<file path="src/rtl/wb_qspi_pkg.sv">
// Shared types and helpers for the Wishbone-to-QSPI request path.
// Holds the arbiter state encoding, the request payload struct, the
// ROM/RAM chip-select encoding used by wb_qspi_mem integration, and the
// legal-write byte-enable check.
package wb_qspi_pkg;

   localparam int unsigned ADR_W     = 32;
   localparam int unsigned DAT_W     = 32;
   localparam int unsigned BE_W      = 4;
   localparam int unsigned MEM_ADR_W = 22;

   // Chip-select encoding seen by the memory controller
   localparam logic SEL_ROM = 1'b0;
   localparam logic SEL_RAM = 1'b1;

   typedef enum logic [1:0] {
      IDLE  = 2'd0,
      XFER  = 2'd1,
      LOCAL = 2'd2
   } arb_state_e;

   // One master request as presented on its Wishbone port
   typedef struct packed {
      logic             we;
      logic [BE_W-1:0]  be;
      logic [ADR_W-1:0] adr;
      logic [DAT_W-1:0] dat;
   } wb_req_t;

   // Byte-enable patterns the controller can write: single bytes,
   // aligned/centred halfwords and full words.
   function automatic logic be_write_legal(input logic [BE_W-1:0] be);
      logic ok;
      case (be)
         4'b0001, 4'b0010, 4'b0100, 4'b1000,
         4'b0011, 4'b0110, 4'b1100, 4'b1111: ok = 1'b1;
         default:                            ok = 1'b0;
      endcase
      return ok;
   endfunction

endpackage

</file>
<file path="src/rtl/wb_arb2_rr.sv">
// Two-way request arbiter with a last-grant register.
// Ports:
//   clk_i, rst_i   clock, asynchronous active-high reset
//   req            request vector {m1, m0}
//   accept         grant taken this cycle; updates last-grant
//   gnt_valid_c    at least one request present (combinational)
//   gnt_idx_c      winning port index (combinational)
module wb_arb2_rr #(
   parameter int unsigned ROUND_ROBIN = 1
) (
   input  logic       clk_i,
   input  logic       rst_i,
   input  logic [1:0] req,
   input  logic       accept,
   output logic       gnt_valid_c,
   output logic       gnt_idx_c
);

   logic last_q;

   // Winner selection; ties go to the port not served last, or to m1
   always_comb begin
      gnt_valid_c = |req;
      gnt_idx_c   = 1'b0;
      case (req)
         2'b01:   gnt_idx_c = 1'b0;
         2'b10:   gnt_idx_c = 1'b1;
         2'b11:   gnt_idx_c = (ROUND_ROBIN != 0) ? ~last_q : 1'b1;
         default: gnt_idx_c = 1'b0;
      endcase
   end

   // Last-grant starts at m1 so the first tie goes to m0
   always_ff @(posedge clk_i or posedge rst_i) begin
      if (rst_i) begin
         last_q <= 1'b1;
      end else if (accept) begin
         last_q <= gnt_idx_c;
      end
   end

endmodule

</file>
<file path="src/rtl/wb_qspi_arb.sv">
// Two-master Wishbone arbiter and request sequencer for wb_qspi_mem.
// m0 is instruction fetch, m1 is data. The granted request is latched and
// held on mem_* for the whole QSPI transaction; writes the controller
// cannot perform are completed locally without strobing the controller.
// Ports:
//   clk_i, rst_i          clock, asynchronous active-high reset
//   mK_stb/we/be/adr/dat  Wishbone request from master K
//   mK_ack_o, mK_err_o    completion to master K (combinational)
//   mK_dat_o              read data, pass-through of mem_dat_i
//   mem_stb/we/be/adr/dat registered request to the controller
//   mem_sel_rom_ram_o     registered chip select, 0 = ROM, 1 = RAM
//   mem_ack_i, mem_dat_i  controller completion and read data
import wb_qspi_pkg::*;

module wb_qspi_arb #(
   parameter int unsigned RAM_SEL_BIT = 24,
   parameter int unsigned ROUND_ROBIN = 1
) (
   input  logic                 clk_i,
   input  logic                 rst_i,

   input  logic                 m0_stb_i,
   input  logic                 m0_we_i,
   input  logic [BE_W-1:0]      m0_be_i,
   input  logic [ADR_W-1:0]     m0_adr_i,
   input  logic [DAT_W-1:0]     m0_dat_i,
   output logic                 m0_ack_o,
   output logic                 m0_err_o,
   output logic [DAT_W-1:0]     m0_dat_o,

   input  logic                 m1_stb_i,
   input  logic                 m1_we_i,
   input  logic [BE_W-1:0]      m1_be_i,
   input  logic [ADR_W-1:0]     m1_adr_i,
   input  logic [DAT_W-1:0]     m1_dat_i,
   output logic                 m1_ack_o,
   output logic                 m1_err_o,
   output logic [DAT_W-1:0]     m1_dat_o,

   output logic                 mem_stb_o,
   output logic                 mem_we_o,
   output logic [BE_W-1:0]      mem_be_o,
   output logic [MEM_ADR_W-1:0] mem_adr_o,
   output logic [DAT_W-1:0]     mem_dat_o,
   output logic                 mem_sel_rom_ram_o,
   input  logic                 mem_ack_i,
   input  logic [DAT_W-1:0]     mem_dat_i
);

   arb_state_e           state_q, state_d;
   logic                 grant_q, grant_d;
   logic                 err_q, err_d;
   logic                 stb_d, we_d, sel_d;
   logic [BE_W-1:0]      be_d;
   logic [MEM_ADR_W-1:0] adr_d;
   logic [DAT_W-1:0]     dat_d;

   logic    gnt_valid_c, gnt_idx_c, accept_c;
   wb_req_t req0_c, req1_c, req_sel_c;
   logic    unused_adr_bits;

   assign req0_c    = {m0_we_i, m0_be_i, m0_adr_i, m0_dat_i};
   assign req1_c    = {m1_we_i, m1_be_i, m1_adr_i, m1_dat_i};
   assign req_sel_c = gnt_idx_c ? req1_c : req0_c;
   assign accept_c  = (state_q == IDLE) && gnt_valid_c;

   // Only the word address and region bit reach the controller
   assign unused_adr_bits = ^{req_sel_c.adr[ADR_W-1:MEM_ADR_W+2], req_sel_c.adr[1:0]};

   wb_arb2_rr #(
      .ROUND_ROBIN (ROUND_ROBIN)
   ) u_arb (
      .clk_i       (clk_i),
      .rst_i       (rst_i),
      .req         ({m1_stb_i, m0_stb_i}),
      .accept      (accept_c),
      .gnt_valid_c (gnt_valid_c),
      .gnt_idx_c   (gnt_idx_c)
   );

   // Next-state and next request-register values
   always_comb begin
      state_d = state_q;
      grant_d = grant_q;
      err_d   = err_q;
      stb_d   = mem_stb_o;
      we_d    = mem_we_o;
      be_d    = mem_be_o;
      adr_d   = mem_adr_o;
      dat_d   = mem_dat_o;
      sel_d   = mem_sel_rom_ram_o;

      case (state_q)
         IDLE: begin
            if (gnt_valid_c) begin
               grant_d = gnt_idx_c;
               we_d    = req_sel_c.we;
               be_d    = req_sel_c.be;
               adr_d   = req_sel_c.adr[MEM_ADR_W+1:2];
               dat_d   = req_sel_c.dat;
               sel_d   = req_sel_c.adr[RAM_SEL_BIT];
               // ROM check comes first so a ROM write with be=0 still errors
               if (req_sel_c.we && (req_sel_c.adr[RAM_SEL_BIT] == SEL_ROM)) begin
                  state_d = LOCAL;
                  err_d   = 1'b1;
               end else if (req_sel_c.we && (req_sel_c.be == '0)) begin
                  state_d = LOCAL;
                  err_d   = 1'b0;
               end else if (req_sel_c.we && !be_write_legal(req_sel_c.be)) begin
                  state_d = LOCAL;
                  err_d   = 1'b1;
               end else begin
                  state_d = XFER;
                  err_d   = 1'b0;
                  stb_d   = 1'b1;
               end
            end
         end
         XFER: begin
            // Drop the strobe on the ack edge so the controller sees it low next cycle
            if (mem_ack_i) begin
               stb_d   = 1'b0;
               state_d = IDLE;
            end
         end
         LOCAL: begin
            state_d = IDLE;
         end
         default: begin
            state_d = IDLE;
            stb_d   = 1'b0;
         end
      endcase
   end

   // State and held request registers
   always_ff @(posedge clk_i or posedge rst_i) begin
      if (rst_i) begin
         state_q           <= IDLE;
         grant_q           <= 1'b0;
         err_q             <= 1'b0;
         mem_stb_o         <= 1'b0;
         mem_we_o          <= 1'b0;
         mem_be_o          <= '0;
         mem_adr_o         <= '0;
         mem_dat_o         <= '0;
         mem_sel_rom_ram_o <= SEL_ROM;
      end else begin
         state_q           <= state_d;
         grant_q           <= grant_d;
         err_q             <= err_d;
         mem_stb_o         <= stb_d;
         mem_we_o          <= we_d;
         mem_be_o          <= be_d;
         mem_adr_o         <= adr_d;
         mem_dat_o         <= dat_d;
         mem_sel_rom_ram_o <= sel_d;
      end
   end

   // Completion routing: controller ack in XFER is forwarded in the same cycle
   logic xfer_done_c, local_done_c, done_c;
   assign xfer_done_c  = (state_q == XFER) && mem_ack_i;
   assign local_done_c = (state_q == LOCAL);
   assign done_c       = xfer_done_c || local_done_c;

   assign m0_ack_o = done_c && !grant_q;
   assign m1_ack_o = done_c &&  grant_q;
   assign m0_err_o = local_done_c && err_q && !grant_q;
   assign m1_err_o = local_done_c && err_q &&  grant_q;
   assign m0_dat_o = mem_dat_i;
   assign m1_dat_o = mem_dat_i;

endmodule

</file>
<file path="config.mk">
export PLATFORM = sky130hd
export DESIGN_NAME = wb_qspi_arb
export DESIGN_NICKNAME = d
export VERILOG_FILES = /design/src/rtl/wb_qspi_pkg.sv /design/src/rtl/wb_arb2_rr.sv /design/src/rtl/wb_qspi_arb.sv
export SDC_FILE = /design/constraint.sdc
export NUM_CORES = 1
export LEC_CHECK = 0
export ABC_AREA = 1
export ABC_CLOCK_PERIOD_IN_PS = 2410
export BUFFER_PORTS_ARGS = -buffer_cell sky130_fd_sc_hd__buf_2
export CAP_MARGIN = 10
export CORE_AREA = 2 2 119 121
export CTS_CLUSTER_DIAMETER = 120
export DETAILED_ROUTE_END_ITERATION = 10
export DIE_AREA = 0 0 121 123
export GPL_ROUTABILITY_DRIVEN = 0
export GPL_TIMING_DRIVEN = 0
export SETUP_SLACK_MARGIN = 0.5
export SYNTH_ARGS = -nofsm -noshare
export SYNTH_HDL_FRONTEND = slang
export SYNTH_HIERARCHICAL = 1
export SYNTH_SLANG_ARGS = --single-unit
</file>
<file path="constraint.sdc">
create_clock -name clk_i -period 2.41 [get_ports clk_i]
set_clock_uncertainty 0.1 [all_clocks]
set_input_delay 0 -clock clk_i [delete_from_list [all_inputs] [get_ports clk_i]]
set_output_delay 0 -clock clk_i [all_outputs]
set_load 0.01 [all_outputs]
</file>
==> results.cfg <==
[routing]
postRouteAntennaNets = 0
route.detailed.drc = 0
m1WireLength_um = 5730
wl_per_cell_um = 14.0
dr_wl_met2_um = 7490
via_count = 4452
drtIter0Drc = 201
dr.pass1.iters = 4
top_layer_used = met4
wl_met3_um = 937
finalWirelength_um = 14500
vias_per_cell = 4.29

[timing]
period_needed_ns = 1.97
max_slew_margin_pct = 44.0
rsz0062_at_grt = true
hold_viol = 0
period_share_pct = 81.5
drv_slew = 0
fmax_mhz = 509
report.final.setup_viol = 0
worstMarginPinSlew_ns = 0.840

[critical_path]
slowest_delay_ns = 0.54
critPathMaxFanout = 4
cp.required_ns = 2.52
path_class = flop to flop
worstPathArrival_ns = 2.08
worst-path-buf-inv = 3
start_kind = flop
setup.worst_path.end_class = flop
slowest_stage = dfstp_2
worstPathCellList = a21boi_2 > buf_6 > buf_12 > mux2i_4 > ha_1 > nand3_2 > nand3_2 > nand3_2 > nand2_1 > inv_1 > nand2_1 > nand2_1
cpLargestDelayFamily = flip-flops

[cells_and_area]
fin_util_pct = 50.2
area_growth_pct = 82.1
antenna_cells = 0
fill_cells = 1308
drive_gt1_share_pct = 45.6
final_cells = 1037
nets = 1029

[clock_tree]
cts_tree = yes
clockBufferDepth = 2
htreeDepth = 3
clk_pin_slew_ns = 0.05
clk_latency_ns = 0.32
cts_sinks = 66
cts-root-buf = clkbuf_16
cts_buffers = 9

[synthesis]
yosys.area.top_type_share_pct = 43.3
syn_nets = 638
synth_seq_area_share_pct = 44.0
synth.most_common_cell = nand2_1
syn_area_um2 = 3750
synth_cell_types = 27
netlist_top_cells_count = nand2_1, buf_4, dfrtp_1, nor2_1, a31oi_1
synth_edf_count = 0
yosysWarnings = 6
synth_flop_cell = dfrtp_1
synthArstFlopShare_pct = 100
synth_area_leaders = dfrtp_1, buf_4, nand2_1
syn_inst = 461
ys_ff_latch = 66
syn_area_per_cell_um2 = 8.14
synth_top_area_cell = dfrtp_1

[placed_design]
hpwl_um = 9870
place_inst = 894
numPortBuffers = 253

[floorplan]
num_io_pins = 304
die_x_um = 121
rows = 43
die-area_um2 = 14900
die_h_um = 123
start_util_pct = 27.6
core_area_um2 = 13600

[power_and_ir_drop]
ir_worst_vdd_mv = 0.322
p_leak_nw = 3.50
power_frac_comb_pct = 48.3
switchingPower_w = 0.00241
p_int_w = 0.00371
seqPwrFrac_pct = 32.4
pwr-share-clk_pct = 19.2
sw_frac_of_total_pct = 39.4
power_density_nw_per_um2 = 896
power_w = 0.00612

[grt]
antenna_found_initial = 0
grt_max_degree = 66
grt_pass1_wl_um = 22100
grt_pass1_vias = 4493
grt_util_all_layers_pct = 19.2
grt_overflow = 0

[job]
max_cap_violations = 0

[status]
outcome = completed

[min_path]
min_path_type = primary input to flop
-- sequential cells by signal (all words and copies together), names as in the netlist --
register / flops
mem_be_o: 4
mem_dat_o: 32
mem_we_o: 1
mem_adr_o: 22
mem_sel_rom_ram_o: 1
grant_q: 1
err_q: 1
state_q: 2
mem_stb_o: 1
u_arb/last_q: 1
-- cell type report --
class / instances / area, um2 / area share (%)
timing repair buffer: 380 / 2530 / 37.0
sequential: 66 / 1650 / 24.2
multi-input combinational: 288 / 1420 / 20.7
buffer: 90 / 674 / 9.87
clock buffer: 13 / 250 / 3.66
tap: 180 / 225 / 3.30
inverter: 17 / 71.3 / 1.04
clock inverter: 3 / 15.0 / 0.220
-- cell families after synthesis --
logic type	after synthesis	synth area share [%]
simple gates	216	22.8
buf+inv	107	19.4
compound gates	69	12.8
flops	66	44.0
fa+ha+maj	2	0.667
mux	1	0.267
-- metal layers --
| metal | vias up | global-route usage, % |
|---|---|---|
| met1 | 2001 | 21.8 |
| li1 | 2211 | - |
| met4 | 0 | 7.34 |
| met2 | 204 | 34.9 |
| met5 | - | 0 |
| met3 | 36 | 4.38 |
-- worst reg2reg max path, delay by kind of cell, from the launching register on --
kind            cells  cell delay, ns
compound gates      1            0.05
mux                 1            0.18
fa+ha+maj           1            0.30
buf+inv             3            0.30
simple gates        6            0.38
flops               1            0.54
-- what timing repair did --
| item | in CTS | in global routing |
|---|---|---|
| buffers inserted | 3 | 1 |
| resized for setup | 8 | 3 |
| endpoints found under the hold margin | 128 | 0 |
| endpoints found under the setup margin | 4 | 4 |
| pin swaps | 6 | 6 |
| hold buffers | 123 | 0 |
-- placed cells by master (no fill, tap or decap), types with 2 or more instances in the layout --
master / synthesis / final
buf_2: 16 / 269
nand2_1: 133 / 132
dlygate4sd3_1: 0 / 123
buf_4: 67 / 70
dfrtp_1: 65 / 65
nor2_1: 63 / 63
a31oi_1: 47 / 47
inv_1: 14 / 12
a31oi_2: 9 / 9
clkbuf_16: 0 / 9
nand2_2: 6 / 7
buf_6: 7 / 7
o21ai_0: 6 / 6
nand3_2: 0 / 5
nand3_1: 9 / 4
inv_2: 2 / 3
a21oi_1: 3 / 3
clkbuf_1: 0 / 3
clkinv_2: 0 / 3
ha_1: 2 / 2
-- final timing paths --
| kind | from | to | slack [ns] | cells past startpoint |
|---|---|---|---|---|
| worst max-delay path | u_arb/last_q$_DFFE_PP1P_ | state_q[0]$_DFFE_PP0P_ | 0.44 | 12 |
| worst min-delay path | m1_adr_i[24] | mem_sel_rom_ram_o$_DFFE_PP0P_ | 0.04 | 5 |
| worst max register to register | u_arb/last_q$_DFFE_PP1P_ | state_q[0]$_DFFE_PP0P_ | 0.44 | 12 |
| worst min register to register | mem_be_o[1]$_DFFE_PP0P_ | mem_be_o[1]$_DFFE_PP0P_ | 0.38 | 2 |
| max in group asynchronous | rst_i | mem_adr_o[21]$_DFFE_PP0P_ | 1.33 | 3 |
| min in group asynchronous | rst_i | u_arb/last_q$_DFFE_PP1P_ | 0.16 | 3 |
-- stage by stage --
| stage | setup TNS, ns | hold WS [ns] | cell area (um2) | setup slack, ns |
|---|---|---|---|---|
| after CTS | 0 | 0.0416 | 6810 | 0.425 |
| after floorplan | 0 | -0.210 | 3760 | 0.501 |
| after global placement | -22.70 | -0.0870 | 5260 | -0.353 |
| after detailed placement | 0 | -0.0658 | 5260 | 0.276 |
| final | 0 | 0.0415 | 6830 | 0.445 |
| after global routing | 0 | 0.0694 | 6830 | 0.330 |
-- power by group through the flow --
stage	clock network (W)	logic [W]	registers [W]
6_report	0.00118	0.00296	0.00199
5_1_grt	0.00128	0.00331	0.00206
4_1_cts	0.00122	0.00298	0.00198
3_5_place_dp	0	0.00280	0.00199
3_3_place_gp	0	0.00278	0.00198
2_1_floorplan	0	0.00141	0.00223
Note: power is estimated with default switching activity, not from simulation.
